===== src/rtl/ahb3lite_pkg.sv =====
// ahb3lite_pkg: AHB3-Lite bus encodings shared by masters and slaves.
package ahb3lite_pkg;
    localparam logic [1:0] HTRANS_IDLE   = 2'b00;
    localparam logic [1:0] HTRANS_NONSEQ = 2'b10;
    localparam logic [2:0] HSIZE_WORD    = 3'b010;
    localparam logic [2:0] HSIZE_DWORD   = 3'b011;
    localparam logic [2:0] HBURST_SINGLE = 3'b000;
    localparam logic [3:0] HPROT_DATA    = 4'b0011;
    localparam logic       HRESP_ERROR   = 1'b1;
endpackage


===== src/rtl/ahb3lite_mem_bist.sv =====
// ahb3lite_mem_bist: AHB3-Lite master running a four-phase march test
// (W0 up, R0 up, W1 down, R1 down) over a memory window, with sticky status.
module ahb3lite_mem_bist
    import ahb3lite_pkg::*;
#(
    parameter int unsigned HADDR_SIZE = 8,
    parameter int unsigned HDATA_SIZE = 32,
    parameter int unsigned BASE_ADDR  = 0,
    parameter int unsigned WORDS      = 64,
    parameter logic [31:0] PATTERN    = 32'hA5C3_5A3C
) (
    input  logic                  HCLK,
    input  logic                  HRESETn,
    input  logic                  start_i,
    output logic                  busy_o,
    output logic                  done_o,
    output logic                  fail_o,
    output logic [15:0]           fail_cnt_o,
    output logic [HADDR_SIZE-1:0] fail_addr_o,
    output logic [HDATA_SIZE-1:0] fail_data_o,
    output logic                  HSEL,
    output logic [HADDR_SIZE-1:0] HADDR,
    output logic [HDATA_SIZE-1:0] HWDATA,
    input  logic [HDATA_SIZE-1:0] HRDATA,
    output logic                  HWRITE,
    output logic [2:0]            HSIZE,
    output logic [2:0]            HBURST,
    output logic [3:0]            HPROT,
    output logic [1:0]            HTRANS,
    input  logic                  HREADY,
    input  logic                  HRESP
);
    localparam int unsigned AW  = $clog2(WORDS);
    localparam int unsigned BSH = $clog2(HDATA_SIZE / 8);
    localparam logic [AW-1:0] LAST = AW'(WORDS - 1);

    typedef enum logic [2:0] {IDLE, W0, R0, W1, R1, DRAIN, DONE} state_e;

    function automatic logic [HDATA_SIZE-1:0] pattern_of(input logic [AW-1:0] a);
        return {(HDATA_SIZE / 32){PATTERN}} ^ HDATA_SIZE'(a);
    endfunction

    state_e                state_q, state_d;
    logic [AW-1:0]         a_q, a_d;
    logic                  dp_vld_q, dp_vld_d, dp_wr_q, dp_wr_d;
    logic [HADDR_SIZE-1:0] dp_addr_q, dp_addr_d, fail_addr_q, fail_addr_d, addr;
    logic [HDATA_SIZE-1:0] dp_exp_q, dp_exp_d, wdata_q, wdata_d, fail_data_q, fail_data_d, data;
    logic                  fail_q, fail_d;
    logic [15:0]           cnt_q, cnt_d;
    logic                  active, wr, start, mism;

    assign active = state_q inside {W0, R0, W1, R1};
    assign wr     = state_q == W0 || state_q == W1;
    assign start  = start_i && (state_q == IDLE || state_q == DONE);
    assign addr   = HADDR_SIZE'(BASE_ADDR) + (HADDR_SIZE'(a_q) << BSH);
    assign data   = (state_q == W1 || state_q == R1) ? ~pattern_of(a_q) : pattern_of(a_q);
    // Judged only when the data phase completes; an error response always counts.
    assign mism   = HREADY && dp_vld_q && (HRESP == HRESP_ERROR || (!dp_wr_q && HRDATA != dp_exp_q));

    always_comb begin
        state_d   = state_q;
        a_d       = a_q;
        dp_vld_d  = dp_vld_q;
        dp_wr_d   = dp_wr_q;
        dp_addr_d = dp_addr_q;
        dp_exp_d  = dp_exp_q;
        wdata_d   = wdata_q;
        if (start) begin
            state_d = W0;
            a_d     = '0;
        end else if (HREADY) begin
            case (state_q)
                W0:      begin state_d = (a_q == LAST) ? R0 : W0;    a_d = (a_q == LAST) ? '0 : a_q + AW'(1);   end
                R0:      begin state_d = (a_q == LAST) ? W1 : R0;    a_d = (a_q == LAST) ? LAST : a_q + AW'(1); end
                W1:      begin state_d = (a_q == '0) ? R1 : W1;      a_d = (a_q == '0) ? LAST : a_q - AW'(1);   end
                R1:      begin state_d = (a_q == '0) ? DRAIN : R1;   a_d = (a_q == '0) ? '0 : a_q - AW'(1);     end
                DRAIN:   state_d = DONE;
                default: ;
            endcase
        end
        // The accepted address phase becomes the next data phase.
        if (HREADY) begin
            dp_vld_d  = active;
            dp_wr_d   = active && wr;
            dp_addr_d = addr;
            dp_exp_d  = data;
            wdata_d   = (active && wr) ? data : wdata_q;
        end
    end

    always_comb begin
        fail_d      = fail_q;
        cnt_d       = cnt_q;
        fail_addr_d = fail_addr_q;
        fail_data_d = fail_data_q;
        if (start) begin
            fail_d      = 1'b0;
            cnt_d       = '0;
            fail_addr_d = '0;
            fail_data_d = '0;
        end else if (mism) begin
            fail_d      = 1'b1;
            cnt_d       = (cnt_q == 16'hFFFF) ? cnt_q : cnt_q + 16'd1;
            fail_addr_d = fail_q ? fail_addr_q : dp_addr_q;
            fail_data_d = fail_q ? fail_data_q : HRDATA;
        end
    end

    always_ff @(posedge HCLK or negedge HRESETn) begin
        if (!HRESETn) begin
            state_q     <= IDLE;
            a_q         <= '0;
            dp_vld_q    <= 1'b0;
            dp_wr_q     <= 1'b0;
            dp_addr_q   <= '0;
            dp_exp_q    <= '0;
            wdata_q     <= '0;
            fail_q      <= 1'b0;
            cnt_q       <= '0;
            fail_addr_q <= '0;
            fail_data_q <= '0;
        end else begin
            state_q     <= state_d;
            a_q         <= a_d;
            dp_vld_q    <= dp_vld_d;
            dp_wr_q     <= dp_wr_d;
            dp_addr_q   <= dp_addr_d;
            dp_exp_q    <= dp_exp_d;
            wdata_q     <= wdata_d;
            fail_q      <= fail_d;
            cnt_q       <= cnt_d;
            fail_addr_q <= fail_addr_d;
            fail_data_q <= fail_data_d;
        end
    end

    assign HSEL        = active;
    assign HTRANS      = active ? HTRANS_NONSEQ : HTRANS_IDLE;
    assign HADDR       = active ? addr : '0;
    assign HWRITE      = active && wr;
    assign HWDATA      = wdata_q;
    assign HSIZE       = (HDATA_SIZE == 64) ? HSIZE_DWORD : HSIZE_WORD;
    assign HBURST      = HBURST_SINGLE;
    assign HPROT       = HPROT_DATA;
    assign busy_o      = active || state_q == DRAIN;
    assign done_o      = state_q == DONE;
    assign fail_o      = fail_q;
    assign fail_cnt_o  = cnt_q;
    assign fail_addr_o = fail_addr_q;
    assign fail_data_o = fail_data_q;
endmodule


===== config.mk =====
export PLATFORM = sky130hd
export DESIGN_NAME = ahb3lite_mem_bist
export DESIGN_NICKNAME = d
export VERILOG_FILES = /design/src/rtl/ahb3lite_pkg.sv /design/src/rtl/ahb3lite_mem_bist.sv
export SDC_FILE = /design/constraint.sdc
export NUM_CORES = 1
export LEC_CHECK = 0
export ABC_AREA = 0
export CAP_MARGIN = 20
export CELL_PAD_IN_SITES_DETAIL_PLACEMENT = 0
export CELL_PAD_IN_SITES_GLOBAL_PLACEMENT = 1
export CORE_MARGIN = 3
export CORE_UTILIZATION = 36
export CTS_CLUSTER_DIAMETER = 120
export DETAILED_ROUTE_END_ITERATION = 12
export GPL_TIMING_DRIVEN = 0
export PLACE_DENSITY = 0.85
export SYNTH_ARGS = -nofsm -noshare
export SYNTH_HDL_FRONTEND = slang
export SYNTH_SLANG_ARGS = --single-unit
export TNS_END_PERCENT = 20

===== constraint.sdc =====
create_clock -name HCLK -period 3 [get_ports HCLK]
set_clock_uncertainty 0.05 [all_clocks]
set_input_delay 0.3 -clock HCLK [delete_from_list [all_inputs] [get_ports HCLK]]
set_output_delay 0.3 -clock HCLK [all_outputs]
set_load 0.05 [all_outputs]

==> metrics <==
share of layout cells above drive strength 1=12.6%; fill count=~1300; cells along the critical path=clkbuf_1, nor2_1, xnor2_2, clkdlybuf4s50_1; first-pass GRT wire length=25.8 mm; vias per inst=around 5.5; area grow syn2layout=37.9%; area leader, netlist=dfrtp_1; global-route usage over all layers=around a fifth; peak supply drop=around 0.60 mV; combinational share of power=around 57%; Max Slew Vio Count=0; Pwr Total=around 7300 uW; Worst Hold Class=in2reg; synth unique cells=59; outcome=completed; number of synthesized flops with an enable pin=0; Post-synth top cells=dfrtp_1, a21oi_1, nand3_1, buf_4, o211ai_1; Tcrit/Tclk final=between 90% and 100%; Final ANT Viol Nets=0; fmax=about 0.35 GHz; most common flop cell mapped by yosys=dfrtp_1; Ports=150; max incr delay on CP=~0.89 ns; Top delay family on crit path=buffers and inverters; final net count=about 800; die width=127 um; DRC errors left=0; Via Count=5075; final setup fails=0; CP Max Fanout=10; crit start category=flip-flop; most frequent cell after synthesis=dfrtp_1; Slew @ Worst Pin=0.895 ns; gr ovfl total=0; DR iter-0 viols=a little under 300; Fin. Hold Viols=0; Static Leak=roughly 0.0030 uW; largest net degree at the start of global routing=between 70 and 80; Placed Instances=approximately 910; Initial Utilization=approximately 37%; WP data required=about 2.7 ns; synth top area cells=dfrtp_1, a21oi_1, buf_4; Int Pwr=between 3000 and 4000 uW; CP bufs+invs=2; clock slew seen by the registers of the worst setup and hold paths=around 0.070 ns; H-Tree Depth=3; Flop pwr share=about a quarter; Async SR Flop Fraction=100%; sequential-to-total area share from yosys stat=a little over two fifths; die height=approximately 130 um; CTS Buffer Depth=2; synth warn=0; Final HPWL DP=around 12 mm; Root Buffer=clkbuf_16; CTS buffer count=9; endpoint type of the worst setup path=output port; Tmin final=roughly 2.9 ns; Port Buffers=between 100 and 150; crit path DAT=about 2.5 ns; clock sinks=88; n_diodes=0; Avg WL per Cell=~17 um; TritonCTS clock tree=yes; Max Cap Viol=0; Die ar.=16100 um2; Std-Cell Core Area=14100 um2; synthesized area=between 5000 and 6000 um2; drt total wl=~16 mm; critical path's slowest cell=clkdlybuf4s50_1; clk_lat worst skew=0.34 ns; Setup TNS=0 ns; PD cells=~1000 nW/um2; drt first pass iters=5; max_slew headroom=between 40% and 50%; Crit Path Category=reg2out; Synth top area share=between 40% and 50%; clock share of power=18.0%; RD Place Congestion=between 0.9 and 1; switching share of total power=a little under half; Yosys reg bits=88; Synth Area per Inst=around 9.0 um2; RSZ-0062 raised after global routing=false; Sw Pwr=between 3000 and 4000 uW; synthesized instance count=just under 600; Post-Layout Cell Count=929; hold slack=approximately 0.32 ns; vias in the first global route=between 4000 and 5000; initial antenna violation count=0; Cell Rows=43
-- power groups by stage --
stage	sequential (uW)	clock, uW	combinational, uW
floorplan	2600	0	2040
detailed placement	1870	0	4110
global placement	1860	0	4080
CTS	1860	1320	4130
global route	1910	1370	4360
finish	1850	1300	4110
-- per-stage QoR --
| stage | area [um2] | worst slack, ns | util, % |
|---|---|---|---|
| 2_1_floorplan | 5320 | 0.295 | - |
| 3_3_place_gp | 6870 | -1.75 | 48.7 |
| 3_5_place_dp | 6890 | 0.103 | 48.9 |
| 4_1_cts | 7250 | 0.0442 | 51.5 |
| 5_1_grt | 7270 | 0.00641 | 51.6 |
| 6_report | 7270 | 0.146 | 51.6 |
-- per-layer routing --
metal	up-vias	share of wire, %	GRT usage (%)
met1	2468	43	25.8
met2	158	50	33.3
met5	-	0	0
li1	2422	-	-
met4	0	2.2	7.57
met3	27	4.6	3.05
-- cells in the final DEF (no fill, tap or decap), types with 4 or more instances in the layout --
master             n
xor2_1             7
a31oi_1            6
o31ai_1            9
buf_1              4
conb_1            15
mux2_2             8
dlymetal6s2s_1     7
a21oi_1           66
and3_1             4
mux2i_1            6
inv_1             12
nand2_1           29
and2_1            10
nor3_1            10
ha_1               6
or3_1             12
o21ai_1            6
or4_1              9
nand4_1            6
xnor2_1           10
o22ai_1            5
nor2_1            27
buf_2             10
clkbuf_1          24
clkdlybuf4s50_1  123
a211oi_1           6
o211ai_1          40
dfrtp_1           88
o21ai_0           24
clkbuf_16          9
nand3_1           52
buf_4             43
-- worst paths after layout --
kind | slack (ns) | end | startpoint | cells after the start
max | 0.15 | HSEL | state_q[0]$_DFFE_PN0P_ | 4
min | 0.32 | dp_addr_q[2]$_DFFE_PN0P_ | HREADY | 2
max reg2reg | 0.37 | a_q[3]$_DFFE_PN0P_ | a_q[0]$_DFFE_PN0P_ | 9
min reg2reg | 0.44 | HWDATA[3]$_DFFE_PN0P_ | HWDATA[3]$_DFFE_PN0P_ | 2
max in group asynchronous | 1.92 | HWDATA[3]$_DFFE_PN0P_ | HRESETn | 3
min in group asynchronous | 0.33 | a_q[2]$_DFFE_PN0P_ | HRESETn | 2
-- registers in the layout, summed over array words and instances, names as in the netlist --
register / flops
dp_exp_q: 8
fail_cnt_o: 16
dp_vld_q: 1
dp_addr_q: 6
fail_o: 1
fail_addr_o: 6
state_q: 3
a_q: 6
fail_data_o: 32
dp_wr_q: 1
HWDATA: 8
-- worst reg2reg max path: stages (launching register included) --
cell,delay (ns)
dfrtp_1,0.57
inv_1,0.21
ha_1,0.25
nor2b_1,0.17
and2_1,0.17
clkbuf_1,0.18
or3_1,0.33
a21oi_1,0.17
a211oi_1,0.07
o32ai_1,0.35
-- cell type report --
class / instances / area [um2] / share of cell area, %
Buffer: 82 / 498 / 6.85
Sequential cell: 88 / 2200 / 30.3
Clock inverter: 6 / 115 / 1.58
Multi-Input combinational cell: 415 / 2570 / 35.4
Inverter: 14 / 52.6 / 0.723
Clock buffer: 10 / 229 / 3.15
Timing Repair Buffer: 134 / 1370 / 18.9
Tap cell: 180 / 225 / 3.10
-- timing repair --
item                                    4_1_cts  5_1_grt
endpoints found under the hold margin        16        0
hold buffers                                  1        0
resized for setup                             2        8
endpoints found under the setup margin        8        8
setup buffers                                 0        0
-- kinds of logic after synthesis --
| kind of cell | Yosys count | synth area share, % |
|---|---|---|
| buffers and inverters | 96 | 10.4 |
| and+or+nand+nor | 177 | 17.7 |
| muxes | 14 | 2.85 |
| AOI/OAI and AO/OA | 184 | 22.5 |
| xor gates and xnor gates | 18 | 2.99 |
| adders and majority gates | 7 | 1.61 |
| other | 2 | 0.143 |
| DFF | 88 | 41.8 |
Note: power is estimated with default switching activity, not from simulation.
==> RTL change: new RTL, same settings <==
Set the parameter `WORDS` to 128 (it was 64).
--- a/src/rtl/ahb3lite_mem_bist.sv
+++ b/src/rtl/ahb3lite_mem_bist.sv
@@ -6,7 +6,7 @@
     parameter int unsigned HADDR_SIZE = 8,
     parameter int unsigned HDATA_SIZE = 32,
     parameter int unsigned BASE_ADDR  = 0,
-    parameter int unsigned WORDS      = 64,
+    parameter int unsigned WORDS      = 128,
     parameter logic [31:0] PATTERN    = 32'hA5C3_5A3C
 ) (
     input  logic                  HCLK,
Behaviour: same outputs for any inputs over 10 cycles, from zero or initial values and one cycle with HRESETn low; that may be too few to reach the edited logic, so the function may still have changed.
==> RTL change against the unedited design <==
Synthesized area increased by 5.5%; fmax down 1.1%; count of clock-buffer cells in the layout unchanged; setup slack worse by 0.030 ns; register-to-register slack got worse by 0.25 ns; via count increased by 0.77%; power down 8.6%; final area increased by 3.6%; routed wire length is 2.0% higher; non-clock buffer count is 2 lower; sequential cell count rose by 3; largest cell class unchanged; largest power group unchanged.
==> RTL change: results (changes against the unedited design) <==
<table>
<tr><th>Metric</th><th>Value</th></tr>
<tr><th colspan="2">Run status</th></tr>
<tr><td>Outcome</td><td>finished clean (unchanged)</td></tr>
<tr><th colspan="2">Cells and area</th></tr>
<tr><td>Share of layout cells above drive strength 1</td><td>16.86% (was 12.55%)</td></tr>
<tr><td>Final Net Count</td><td>802 (was 787)</td></tr>
<tr><th colspan="2">Detailed routing</th></tr>
<tr><td>Met3 wirelength from detailed routing</td><td>866 um (was 745 um)</td></tr>
<tr><td>Metal2 WL</td><td>8060 um (was 8101 um)</td></tr>
<tr><td>Drt via density</td><td>5.389 (was 5.463)</td></tr>
<tr><td>Detailed-route wire length on metal 1</td><td>7342 um (was 6957 um)</td></tr>
<tr><td>Overall routed net length</td><td>16480 um (was 16160 um)</td></tr>
<tr><td>Iter 0 DRT Violations</td><td>297 (was 294)</td></tr>
<tr><th colspan="2">Min path</th></tr>
<tr><td>Kind of path behind the tightest hold check</td><td>input pin to async pin (was input pin to register)</td></tr>
<tr><th colspan="2">Logic synthesis</th></tr>
<tr><td>Most instantiated cells after synthesis</td><td>dfrtp_1 (91), a21oi_1 (73), nand3_1 (54) (was dfrtp_1 (88), a21oi_1 (66), nand3_1 (52))</td></tr>
<tr><td>Count of distinct cell types in the synthesized netlist</td><td>63 (was 59)</td></tr>
<tr><td>Sequential-to-total area share from yosys stat</td><td>40.95% (was 41.79%)</td></tr>
<tr><td>Ranking of synthesized cells by area</td><td>dfrtp_1 (41%), a21oi_1 (6.6%), a21bo_2 (6.1%) (was dfrtp_1 (42%), a21oi_1 (6.3%), buf_4 (5.8%))</td></tr>
<tr><th colspan="2">Placement</th></tr>
<tr><td>Placed wire-length estimate after detailed placement</td><td>12330 um (was 11920 um)</td></tr>
<tr><td>Cell area reported after detailed placement</td><td>7196 um2 (was 6890 um2)</td></tr>
<tr><td>Post-Place Worst Slack</td><td>-0.05433 ns (was 0.1032 ns)</td></tr>
<tr><td>Last weighted congestion value of the routability-driven placer</td><td>0.8745 (was 0.9164)</td></tr>
<tr><td>Number of I/O port buffers</td><td>133 (was 132)</td></tr>
<tr><th colspan="2">Timing</th></tr>
<tr><td>Pin slew with the least headroom to its limit</td><td>0.8312 ns (was 0.8947 ns)</td></tr>
<tr><th colspan="2">Global routing</th></tr>
<tr><td>Largest net degree at the start of global routing</td><td>57 (was 73)</td></tr>
<tr><td>Met1 Resource Use GR</td><td>25.21% (was 25.78%)</td></tr>
<tr><td>Met3 track demand over resource in global routing</td><td>2.988% (was 3.052%)</td></tr>
<tr><td>Met2 track utilization from global routing</td><td>32.62% (was 33.25%)</td></tr>
<tr><th colspan="2">Critical path</th></tr>
<tr><td>Critical path's largest stage delay</td><td>0.52 ns (was 0.89 ns)</td></tr>
<tr><td>Critical path arrival</td><td>3.11 ns (was 2.50 ns)</td></tr>
<tr><td>Crit path max-delay cell type</td><td>clkbuf_1 (was clkdlybuf4s50_1)</td></tr>
<tr><th colspan="2">Power</th></tr>
<tr><td>Static power due to leakage</td><td>3.154 nW (was 3.008 nW)</td></tr>
</table>
-- RTL change: cell type report --
class                   count  area, um2
fillers                  1376       7281
multi-input cells         432       2821
flip-flops and latches     91       2277
repair buffers            135       1358
plain buffers              79      481.7
clock buffers              10      239.0
well taps                 184      230.2
clock inverters             6      76.32
inverters                  12      45.04
-- RTL change: logic make-up after synthesis --
group / after synthesis / synth area share (%)
AO/OA/AOI/OAI: 176 / 22.03
flip-flops: 91 / 40.95
adder cells (fa/ha/maj): 5 / 1.125
XOR/XNOR: 22 / 3.465
AND/OR/NAND/NOR: 188 / 17.84
multiplexers: 26 / 4.973
buffers and inverters: 91 / 9.473
other: 2 / 0.1351
-- RTL change: timing repair --
action	CTS	global route
endpoints found under the hold margin	35	0
pin swaps	0	0
gates resized for setup	9	3
endpoints found under the setup margin	8	37
buffers inserted	0	0
hold buffers	1	0
-- RTL change: worst paths after layout --
path                                        to  cells after the start          from  slack [ns]
worst max-delay path            fail_cnt_o[13]                      8    state_q[2]        0.12
worst min-delay path             fail_cnt_o[1]                      2       HRESETn        0.41
worst max register to register  fail_cnt_o[13]                      8    state_q[2]        0.12
worst min register to register    dp_addr_q[4]                      1  dp_addr_q[4]        0.46
max in group asynchronous               a_q[6]                      3       HRESETn        1.83
min in group HCLK                 dp_addr_q[4]                      1  dp_addr_q[4]        0.46
-- RTL change: report_power, final --
group / switching (W) / total [W] / internal [W]
sequential: 0.000283 / 0.00184 / 0.00156
clock: 0.000525 / 0.00121 / 0.000687
combinational: 0.00232 / 0.00359 / 0.00126
total: 0.00313 / 0.00664 / 0.00351
-- RTL change: stage by stage --
stage	instances	hold WS, ns
global route	949	0.4616
finish	949	0.4119
floorplan	614	-0.04559
detailed placement	932	0.2524
CTS	949	0.4348
global placement	931	0.4214
